### src/rtl/lut_pkg.sv
`default_nettype none
// ============================================================================
// Module      : lut_pkg
// Description : Shared defaults, checksum width and loader state encoding for
//               the reloadable lookup-table loader.
// Revision    : 1.0 - initial release
// ============================================================================
package lut_pkg;

    localparam int DATAWIDTH_DEF = 15;
    localparam int ADDRWIDTH_DEF = 6;
    localparam int CSUM_W        = 16;

    typedef enum logic [1:0] {
        IDLE = 2'd0,
        LOAD = 2'd1,
        DONE = 2'd2
    } state_t;

endpackage
`default_nettype wire

### src/rtl/lut_loader_if.sv
`default_nettype none
// ============================================================================
// Module      : lut_loader_if
// Description : Valid/ready write stream carrying table words to the loader.
// Revision    : 1.0 - initial release
// ============================================================================
interface lut_loader_if #(
    parameter int DATAWIDTH = lut_pkg::DATAWIDTH_DEF
);
    logic                 wr_valid;
    logic [DATAWIDTH-1:0] wr_data;
    logic                 wr_ready;

    modport master (output wr_valid, output wr_data, input  wr_ready);
    modport slave  (input  wr_valid, input  wr_data, output wr_ready);
endinterface
`default_nettype wire

### src/rtl/lut_store.sv
`default_nettype none
// ============================================================================
// Module      : lut_store
// Description : Table storage with per-entry valid bitmap. Synchronous write,
//               combinational read returning 0 for entries not yet written,
//               single-cycle clear of every valid bit.
// Revision    : 1.0 - initial release
// ============================================================================
module lut_store
    import lut_pkg::*;
#(
    parameter int DATAWIDTH = DATAWIDTH_DEF,
    parameter int ADDRWIDTH = ADDRWIDTH_DEF
) (
    input  wire logic                 clk,
    input  wire logic                 rst_n,
    input  wire logic                 clear,
    input  wire logic                 we,
    input  wire logic [ADDRWIDTH-1:0] waddr,
    input  wire logic [DATAWIDTH-1:0] wdata,
    input  wire logic [ADDRWIDTH-1:0] raddr,
    output logic      [DATAWIDTH-1:0] rdata
);

    localparam int TBLSZ = 1 << ADDRWIDTH;

    logic [DATAWIDTH-1:0] mem [TBLSZ];
    logic [TBLSZ-1:0]     vld;

    // Data array: no reset, the valid bitmap masks stale contents
    always_ff @(posedge clk) begin
        if (we) begin
            mem[waddr] <= wdata;
        end
    end

    // Valid bitmap: clear wins over a write so a restart never keeps an entry
    always_ff @(posedge clk or negedge rst_n) begin
        if (!rst_n) begin
            vld <= '0;
        end else if (clear) begin
            vld <= '0;
        end else if (we) begin
            vld[waddr] <= 1'b1;
        end
    end

    // Read port mirrors the ROM: unloaded entries read as zero
    assign rdata = vld[raddr] ? mem[raddr] : '0;

endmodule
`default_nettype wire

### src/rtl/lut_loader.sv
`default_nettype none
// ============================================================================
// Module      : lut_loader
// Description : Loads a stream of table words into sequential addresses
//               0..TBLSZ-1 and exposes a combinational ROM-style read port.
//               Optional running checksum of accepted words is enabled with
//               the macro LUT_LOADER_CHECKSUM_EN (tied to 0 otherwise).
// Revision    : 1.0 - initial release
// ============================================================================
module lut_loader
    import lut_pkg::*;
#(
    parameter int DATAWIDTH = DATAWIDTH_DEF,
    parameter int ADDRWIDTH = ADDRWIDTH_DEF
) (
    input  wire logic                 clk,
    input  wire logic                 rst_n,
    input  wire logic                 start,
    lut_loader_if.slave               wr,
    input  wire logic [ADDRWIDTH-1:0] address,
    output logic      [DATAWIDTH-1:0] data,
    output logic                      busy,
    output logic                      done,
    output logic      [CSUM_W-1:0]    checksum
);

    localparam int TBLSZ = 1 << ADDRWIDTH;

    state_t                 state;
    state_t                 state_next;
    logic [ADDRWIDTH-1:0]   ptr;
    logic                   ready;
    logic                   accept;
    logic                   last_word;

    // start has priority: a handshake coinciding with it is dropped
    assign accept      = (state == LOAD) && wr.wr_valid && !start;
    assign last_word   = (ptr == ADDRWIDTH'(TBLSZ - 1));
    assign wr.wr_ready = ready;

    // State register
    always_ff @(posedge clk or negedge rst_n) begin
        if (!rst_n) begin
            state <= IDLE;
        end else begin
            state <= state_next;
        end
    end

    // Next-state and status outputs decoded from the current state
    always_comb begin
        state_next = state;
        ready      = 1'b0;
        busy       = 1'b0;
        done       = 1'b0;
        case (state)
            IDLE: begin
                if (start) state_next = LOAD;
            end
            LOAD: begin
                ready = 1'b1;
                busy  = 1'b1;
                if (!start && accept && last_word) state_next = DONE;
            end
            DONE: begin
                done = 1'b1;
                if (start) state_next = LOAD;
            end
            default: state_next = IDLE;
        endcase
    end

    // Write pointer: restarts on start, wraps naturally after the last entry
    always_ff @(posedge clk or negedge rst_n) begin
        if (!rst_n) begin
            ptr <= '0;
        end else if (start) begin
            ptr <= '0;
        end else if (accept) begin
            ptr <= ptr + 1'b1;
        end
    end

    lut_store #(
        .DATAWIDTH (DATAWIDTH),
        .ADDRWIDTH (ADDRWIDTH)
    ) u_store (
        .clk   (clk),
        .rst_n (rst_n),
        .clear (start),
        .we    (accept),
        .waddr (ptr),
        .wdata (wr.wr_data),
        .raddr (address),
        .rdata (data)
    );

`ifdef LUT_LOADER_CHECKSUM_EN
    logic [CSUM_W-1:0] csum;

    // Running modulo-2^16 sum of every accepted word
    always_ff @(posedge clk or negedge rst_n) begin
        if (!rst_n) begin
            csum <= '0;
        end else if (start) begin
            csum <= '0;
        end else if (accept) begin
            csum <= csum + CSUM_W'(wr.wr_data);
        end
    end

    assign checksum = csum;
`else
    assign checksum = '0;
`endif

endmodule
`default_nettype wire

### src/flat_wrapper.sv
// flat-port wrapper written by rule: the top's interface ports become plain ports
module lut_loader_flat import lut_pkg::*;
#(
    parameter int DATAWIDTH = DATAWIDTH_DEF,
    parameter int ADDRWIDTH = ADDRWIDTH_DEF
)
  (clk, rst_n, start, address, data, busy, done, checksum, wr_wr_valid, wr_wr_data, wr_wr_ready);
  lut_loader_if #(.DATAWIDTH(DATAWIDTH)) wr_i ();
  input  wire logic clk;
  input  wire logic rst_n;
  input  wire logic start;
  input  wire logic [ADDRWIDTH-1:0] address;
  output logic      [DATAWIDTH-1:0] data;
  output logic busy;
  output logic done;
  output logic      [CSUM_W-1:0] checksum;
  input wire logic [$bits(wr_i.wr_valid)-1:0] wr_wr_valid;
  input wire logic [$bits(wr_i.wr_data)-1:0] wr_wr_data;
  output wire logic [$bits(wr_i.wr_ready)-1:0] wr_wr_ready;
  assign wr_i.wr_valid = wr_wr_valid;
  assign wr_i.wr_data = wr_wr_data;
  assign wr_wr_ready = wr_i.wr_ready;
  lut_loader #(.DATAWIDTH(DATAWIDTH), .ADDRWIDTH(ADDRWIDTH)) u_core (.clk(clk), .rst_n(rst_n), .start(start), .wr(wr_i), .address(address), .data(data), .busy(busy), .done(done), .checksum(checksum));
endmodule
### config.mk
export PLATFORM = sky130hd
export DESIGN_NAME = lut_loader_flat
export DESIGN_NICKNAME = d
export VERILOG_FILES = /design/src/rtl/lut_pkg.sv /design/src/rtl/lut_loader_if.sv /design/src/rtl/lut_store.sv /design/src/rtl/lut_loader.sv /design/src/flat_wrapper.sv
export SDC_FILE = /design/constraint.sdc
export NUM_CORES = 1
export LEC_CHECK = 0
export CORE_MARGIN = 2
export CORE_UTILIZATION = 65
export DETAILED_ROUTE_END_ITERATION = 8
export PLACE_DENSITY = 0.82
export SYNTH_ARGS = -nofsm -noshare
export SYNTH_HDL_FRONTEND = slang
export SYNTH_HIERARCHICAL = 1
export SYNTH_SLANG_ARGS = --single-unit
### constraint.sdc
create_clock -name clk -period 6.6 [get_ports clk]
set_clock_uncertainty 0.15 [all_clocks]
set_input_delay 0.99 -clock clk [delete_from_list [all_inputs] [get_ports clk]]
set_output_delay 0.99 -clock clk [all_outputs]
set_load 0.005 [all_outputs]
==> Word level (Yosys, flattened, before mapping) <==
Memory sizes are Yosys's and may differ from the RTL's.
Index checks and enable logic that the tools add are counted.
{ "word_totals": {"mem_count": 1, "word_cells": 40, "out_inout_bits": 34, "ram_bits": 960, "reg_bits": 72} }
{ "op_classes": {"n_addsub": 1, "bitwise": 1, "order_cmp": 3, "reduce_logical": 10, "n_eq_ne": 5, "n_mux": 16} }
{ "mem_list": {"columns": ["name", "words", "word_bits", "rd", "rd_ports_with_merged_regs", "wr", "line", "text"], "rows": [
  ["u_core.u_store.mem", 64, 15, 1, 0, 1, "lut_store.sv:27", "logic [DATAWIDTH-1:0] mem [TBLSZ];"]
]} }
{ "ops": {"columns": ["cell", "n"], "rows": [
  ["two-way mux 64 bit", 2],
  ["OR 64 bit", 1],
  ["two-way mux 15 bit", 1],
  ["less-than comparator 6 x 7 -> 1 bit (second input constant)", 2],
  ["two-way mux 6 bit", 2],
  ["adder 6 x 1 -> 6 bit (second input constant)", 1],
  ["binary-select mux 1 bit (select 6 bit)", 1],
  ["demux 1 bit (select 6 bit)", 1],
  ["equality test 6 bit (second input constant)", 1],
  [">= comparator 6 x 1 -> 1 bit (second input constant)", 1],
  ["two-way mux 1 bit", 6],
  ["logical AND 1 bit", 5],
  ["two-way mux 2 bit", 2],
  ["one-hot mux 2 bit (2 select lines)", 1],
  ["equality test 2 x 1 -> 1 bit (second input constant)", 1],
  ["equality test 2 bit (second input constant)", 1],
  ["zero test 2 bit", 1],
  ["inequality test 2 x 1 -> 1 bit (second input constant)", 1],
  ["inequality test 2 bit (second input constant)", 1],
  ["AND reduction 2 bit", 1],
  ["nonzero test 2 bit", 1],
  ["OR reduction 2 bit", 1],
  ["zero test 1 bit", 1]
]} }

==> Longest topological paths before layout <==
Gate-level depths: netlist (run 1).
{ "depth": {"depth_word": 7, "depth_mapped": 10, "depth_no_buf": 7} }

==> Cells and area by module <==
Netlist (run 1), hierarchy kept.
{ "by_module_without_submodules": {"columns": ["mod", "cells_each", "instances", "seq_area_each_um2", "area_per_inst_um2"], "rows": [
  ["lut_store", 1857, 1, 30429.2, 39295.2],
  ["lut_loader", 59, 1, 200.2, 539.3]
]} }

==> Worst setup path after synthesis (run 1) <==
OpenSTA, ideal clock, no wires.
{ "synth_path": {"path_type": "input to register", "from": "in start", "to": "mem u_core/u_store/mem[48][0] (netlist bit) (enable)", "path_slack_ns": 2.624, "t_arrival_ns": 3.397, "cell_stages": 5, "setup_ns": 0.429, "cell_sequence": "clkbuf_1 > nor2_1 > nand3_1 > or2_2 > nor4_1"} }
{ "synth_between": {"elab_chain_cells": 4} }
{ "synth_rtl": {"columns": ["item", "line", "text"], "rows": [
  ["from (decl)", "flat_wrapper.sv:11", "input wire logic start;"],
  ["zero test 1 bit", "lut_loader.sv:37", "assign accept = (state == LOAD) && wr.wr_valid && !start;"],
  ["logical AND 1 bit", "lut_loader.sv:37", null],
  ["net u_core.accept", "lut_loader.sv:33", "logic accept;"],
  ["two-way mux 1 bit", "lut_store.sv:32", "if (we) begin"],
  ["two-way mux 1 bit (implied by the code)", "lut_store.sv:33", "mem[waddr] <= wdata;"],
  ["to (decl)", "lut_store.sv:27", null]
]} }
The timed path passes the listed nets, and every way through them passes these cells.

==> Worst setup path after layout (run 1) <==
{ "layout_path": {"from": "in address[1]", "to": "out data[1]"} }
{ "layout_between": {"elab_chain_cells": 3, "elab_cells_between_ends": 4, "classes_between": "mux: 3; memory: 1"} }
{ "layout_rtl": {"columns": ["item", "line", "text"], "rows": [
  ["from (decl)", "flat_wrapper.sv:12", "input wire logic [ADDRWIDTH-1:0] address;"],
  ["binary-select mux 1 bit (select 6 bit)", "lut_store.sv:49", "assign rdata = vld[raddr] ? mem[raddr] : '0;"],
  ["two-way mux 1 bit (implied by the code)", "lut_store.sv:49", null],
  ["two-way mux 15 bit (*)", "lut_store.sv:49", null],
  ["to (decl)", "flat_wrapper.sv:13", "output logic [DATAWIDTH-1:0] data;"]
]} }
Mark *: on every way between the ends. The rest lies on a longest branch, timed or not. The select of a mux whose other input is x is not followed.

==> metrics.md, run 1 <==
| Metric | Value |
|---|---|
| Status | `complete, no violations` |
| Initial Util | `0.659` |
| Critical path's top delay family | `buffers and inverters` |
| Final ANT Viol Nets | `0` |
| Port bufs | `42` |
| Post-CTS Resized | `0` |
| Cell Chain, Critical Path | `clkdlybuf4s50_1, buf_4, nor2b_4, buf_4, a22oi_1, a21oi_1, nor4_1, a21oi_1, clkdlybuf4s50_1` |
| Max-cap violations | `0` |
| Clk root buf | `clkbuf_16` |
| PwrDens | `roughly 300 nW/µm²` |
| CP Class | `in2out` |
| Final setup vio count | `0` |
| F_max | `roughly 160 MHz` |
| Die Span Y | `roughly 250 µm` |
| Post-CTS Setup Bufs | `0` |
| GPL Wtd Cong | `approximately 0.95` |
| Mapped Cells | `1916` |
| Clock-pin slew on the worst setup and hold paths | `0.06 ns` |
| RSZ-0062 raised after global routing | `no` |
| Pins Over Slew Limit | `0` |
| Place WS | `0.653 ns` |
| Final hold violation count | `0` |
| Post-route design area | `approximately 45000 µm²` |
| H-tree depth | `3` |
| Final setup margin | `around 0.35 ns` |
| Slew of the pin with the lowest slew margin | `roughly 1.4 ns` |
| Number of synthesized register bits | `between 1000 and 1500` |
| Crit share post-route | `0.948` |
| Nets@finish | `2066` |
| Lkg Pwr | `between 10 and 15 nW` |
| Layout cell share with drive strength beyond 1 | `0.253` |
| Fill count | `3101` |
| Vias per cell | `between 7 and 8` |
| Ranking of synthesized cells by area | `edfxtp_1, mux4_2, dfrtp_1` |
| Dpl cell area | `a little over 40000 µm²` |
| CTS tree | `done` |
| Detailed placement HPWL | `roughly 55000 µm` |
| Total gr overflow | `0` |
| Vias | `about 21000` |
| # IOs | `59` |
| Crit end category | `primary output` |
| Routed len/inst | `34.7 µm` |
| Most common cell in the netlist | `edfxtp_1` |
| Synth Flop Type | `edfxtp_1` |
| Ys async rst share | `0.0698` |
| Buf/Inv on CP | `4` |
| Clk_lat worst skew | `between 0.6 and 0.7 ns` |
| Post-synthesis area per instance | `20.8 µm²` |
| Drt pass-1 iters | `6` |
| Dominant cell type by area after synthesis | `edfxtp_1` |
| Layout area overhead | `12.0%` |
| Remaining DRCs | `0` |
| Full die area | `63300 µm²` |
| Max Root-Sink Buffers | `3` |
| Row count | `90` |
| Distinct cells, synth | `45` |
| Chip Width | `approximately 250 µm` |
| Clock sink count | `1032` |
| Max_slew headroom | `0.0533` |
| Vias in the first global route | `approximately 21000` |
| Core ar. | `60500 µm²` |
| Slowest CP cell | `clkdlybuf4s50_1` |
| CTS Hold Bufs | `0` |
| Worst Path Required | `around 5.5 ns` |
| CP startpoint kind | `input pin` |
| Total track usage | `0.328` |
| Final core occ | `0.738` |
| Sequential cell area fraction in the yosys report | `0.769` |
| Worst min path class | `in2async` |
| CP max stage delay | `around 0.68 ns` |
| DRT iter0 DRCs | `3449` |
| Total Routed Length | `~100000 µm` |
| First-pass GRT wire length | `approximately 150000 µm` |
| Yosys top cell area share | `0.724` |
| CP max FO | `31` |
| Peak VDD IR | `between 0.2 and 0.3 mV` |
| TritonCTS Buffers | `around 100` |
| Syn. warnings | `6` |
| Arrival time at the worst endpoint | `just over 5 ns` |
| Hold Slack | `approximately 0.30 ns` |
| Initial antenna violation count | `8` |
| Synthesized area | `between 30000 and 40000 µm²` |
| EDFF count, synth | `960` |
| Fin crit period | `6.25 ns` |
| Largest net degree at the start of global routing | `75` |
| Most frequent cells after synthesis | `edfxtp_1, mux4_2, nor2_1` |
| TNS Setup | `0 ns` |
per-stage QoR:
stage	std cells	total power, W
after global routing	2903	0.0138
after detailed placement	2722	0.00791
after CTS	2903	0.0135
final	2904	0.0135
after floorplan	1931	0.00764
after global placement	2722	0.00789
final timing paths:
check / from / end / slack (ns) / depth (start not counted)
worst min-delay path: rst_n / u_core/u_store/vld[9] / 0.30 / 1
max in group asynchronous: rst_n / u_core/u_store/vld[0] / 5.31 / 1
min in group clk: u_core/u_store/vld[36] / u_core/u_store/vld[36] / 0.34 / 2
worst max register to register: u_core/state[1] / u_core/u_store/mem[58][5] / 3.14 / 6
worst min register to register: u_core/u_store/vld[36] / u_core/u_store/vld[36] / 0.34 / 2
worst max-delay path: address[1] / data[1] / 0.35 / 9
worst register-to-register path: stages, from the launching register on:
cell	delay, ns
dfrtp_1	0.47
nand3b_4	0.29
nor2_1	0.40
nor2b_1	0.35
nand2_1	0.34
nor2_1	0.81
buf_4	0.35
state kept, by name (all words and copies together), names as in the netlist:
name,count
u_core/ptr,6
u_core/state,2
u_core/u_store/mem,960
u_core/u_store/vld,64
cells in the final DEF, fill, tap and decap left out, drive strengths merged, types with 5 or more instances in the layout:
cell           instances
a21oi                 84
a22oi                122
buf                  115
bufinv                10
clkbuf               132
clkdlybuf4s50         23
clkinv                32
conb                  16
dfrtp                 72
edfxtp               960
inv                    5
mux2i                  5
mux4                 253
nand2                 13
nand2b                 5
nand3                  8
nor2                 193
nor2b                 10
nor3                   5
nor4                  16
o21ai                  6
layout make-up:
class	instances	area [µm²]	share of cell area
multi-input cells	769	8570	0.192
flip-flops and latches	1032	30600	0.686
clock inverters	49	538	0.0121
diodes	1	2.50	0.0000561
clock buffers	132	2690	0.0603
well taps	782	978	0.0219
inverters	1	3.75	0.0000841
repair buffers	138	1210	0.0270
where the power goes:
| group | switching [W] | internal, W |
|---|---|---|
| combinational | 0.000410 | 0.000213 |
| sequential | 0.0000110 | 0.00716 |
| clock | 0.00241 | 0.00326 |
| total | 0.00283 | 0.0106 |
cell families (layout without fill, tap and decap cells):
| group | count (synthesis) | count (layout) | synth area share |
|---|---|---|---|
| adder cells (fa/ha/maj) | 1 | 1 | 0.000314 |
| multiplexers | 261 | 261 | 0.145 |
| flip-flops | 1032 | 1032 | 0.769 |
| AND/OR/NAND/NOR | 266 | 266 | 0.0291 |
| XOR/XNOR | 2 | 2 | 0.000440 |
| AO/OA/AOI/OAI | 223 | 223 | 0.0368 |
| buffers and inverters | 130 | 320 | 0.0192 |
| other | 1 | 17 | 0.0000941 |
routing by layer:
metal | up-vias | track usage | share of wire
li1 | 8134 | - | -
met1 | 10752 | 0.435 | 0.33
met2 | 1764 | 0.514 | 0.48
met3 | 387 | 0.0942 | 0.13
met4 | 16 | 0.157 | 0.055
met5 | - | 0 | 0.00092
Power figures use the tool's default switching activity.
==> run 2, diff against run 1 <==
--- a/config.mk
+++ b/config.mk
@@ -9,6 +9,7 @@
 export CORE_UTILIZATION = 65
 export DETAILED_ROUTE_END_ITERATION = 8
 export PLACE_DENSITY = 0.82
+export SKIP_LAST_GASP = 1
 export SYNTH_ARGS = -nofsm -noshare
 export SYNTH_HDL_FRONTEND = slang
 export SYNTH_HIERARCHICAL = 1
==> results of run 2 <==
No change in the layout: final DEF, timing and power equal those of run 1.
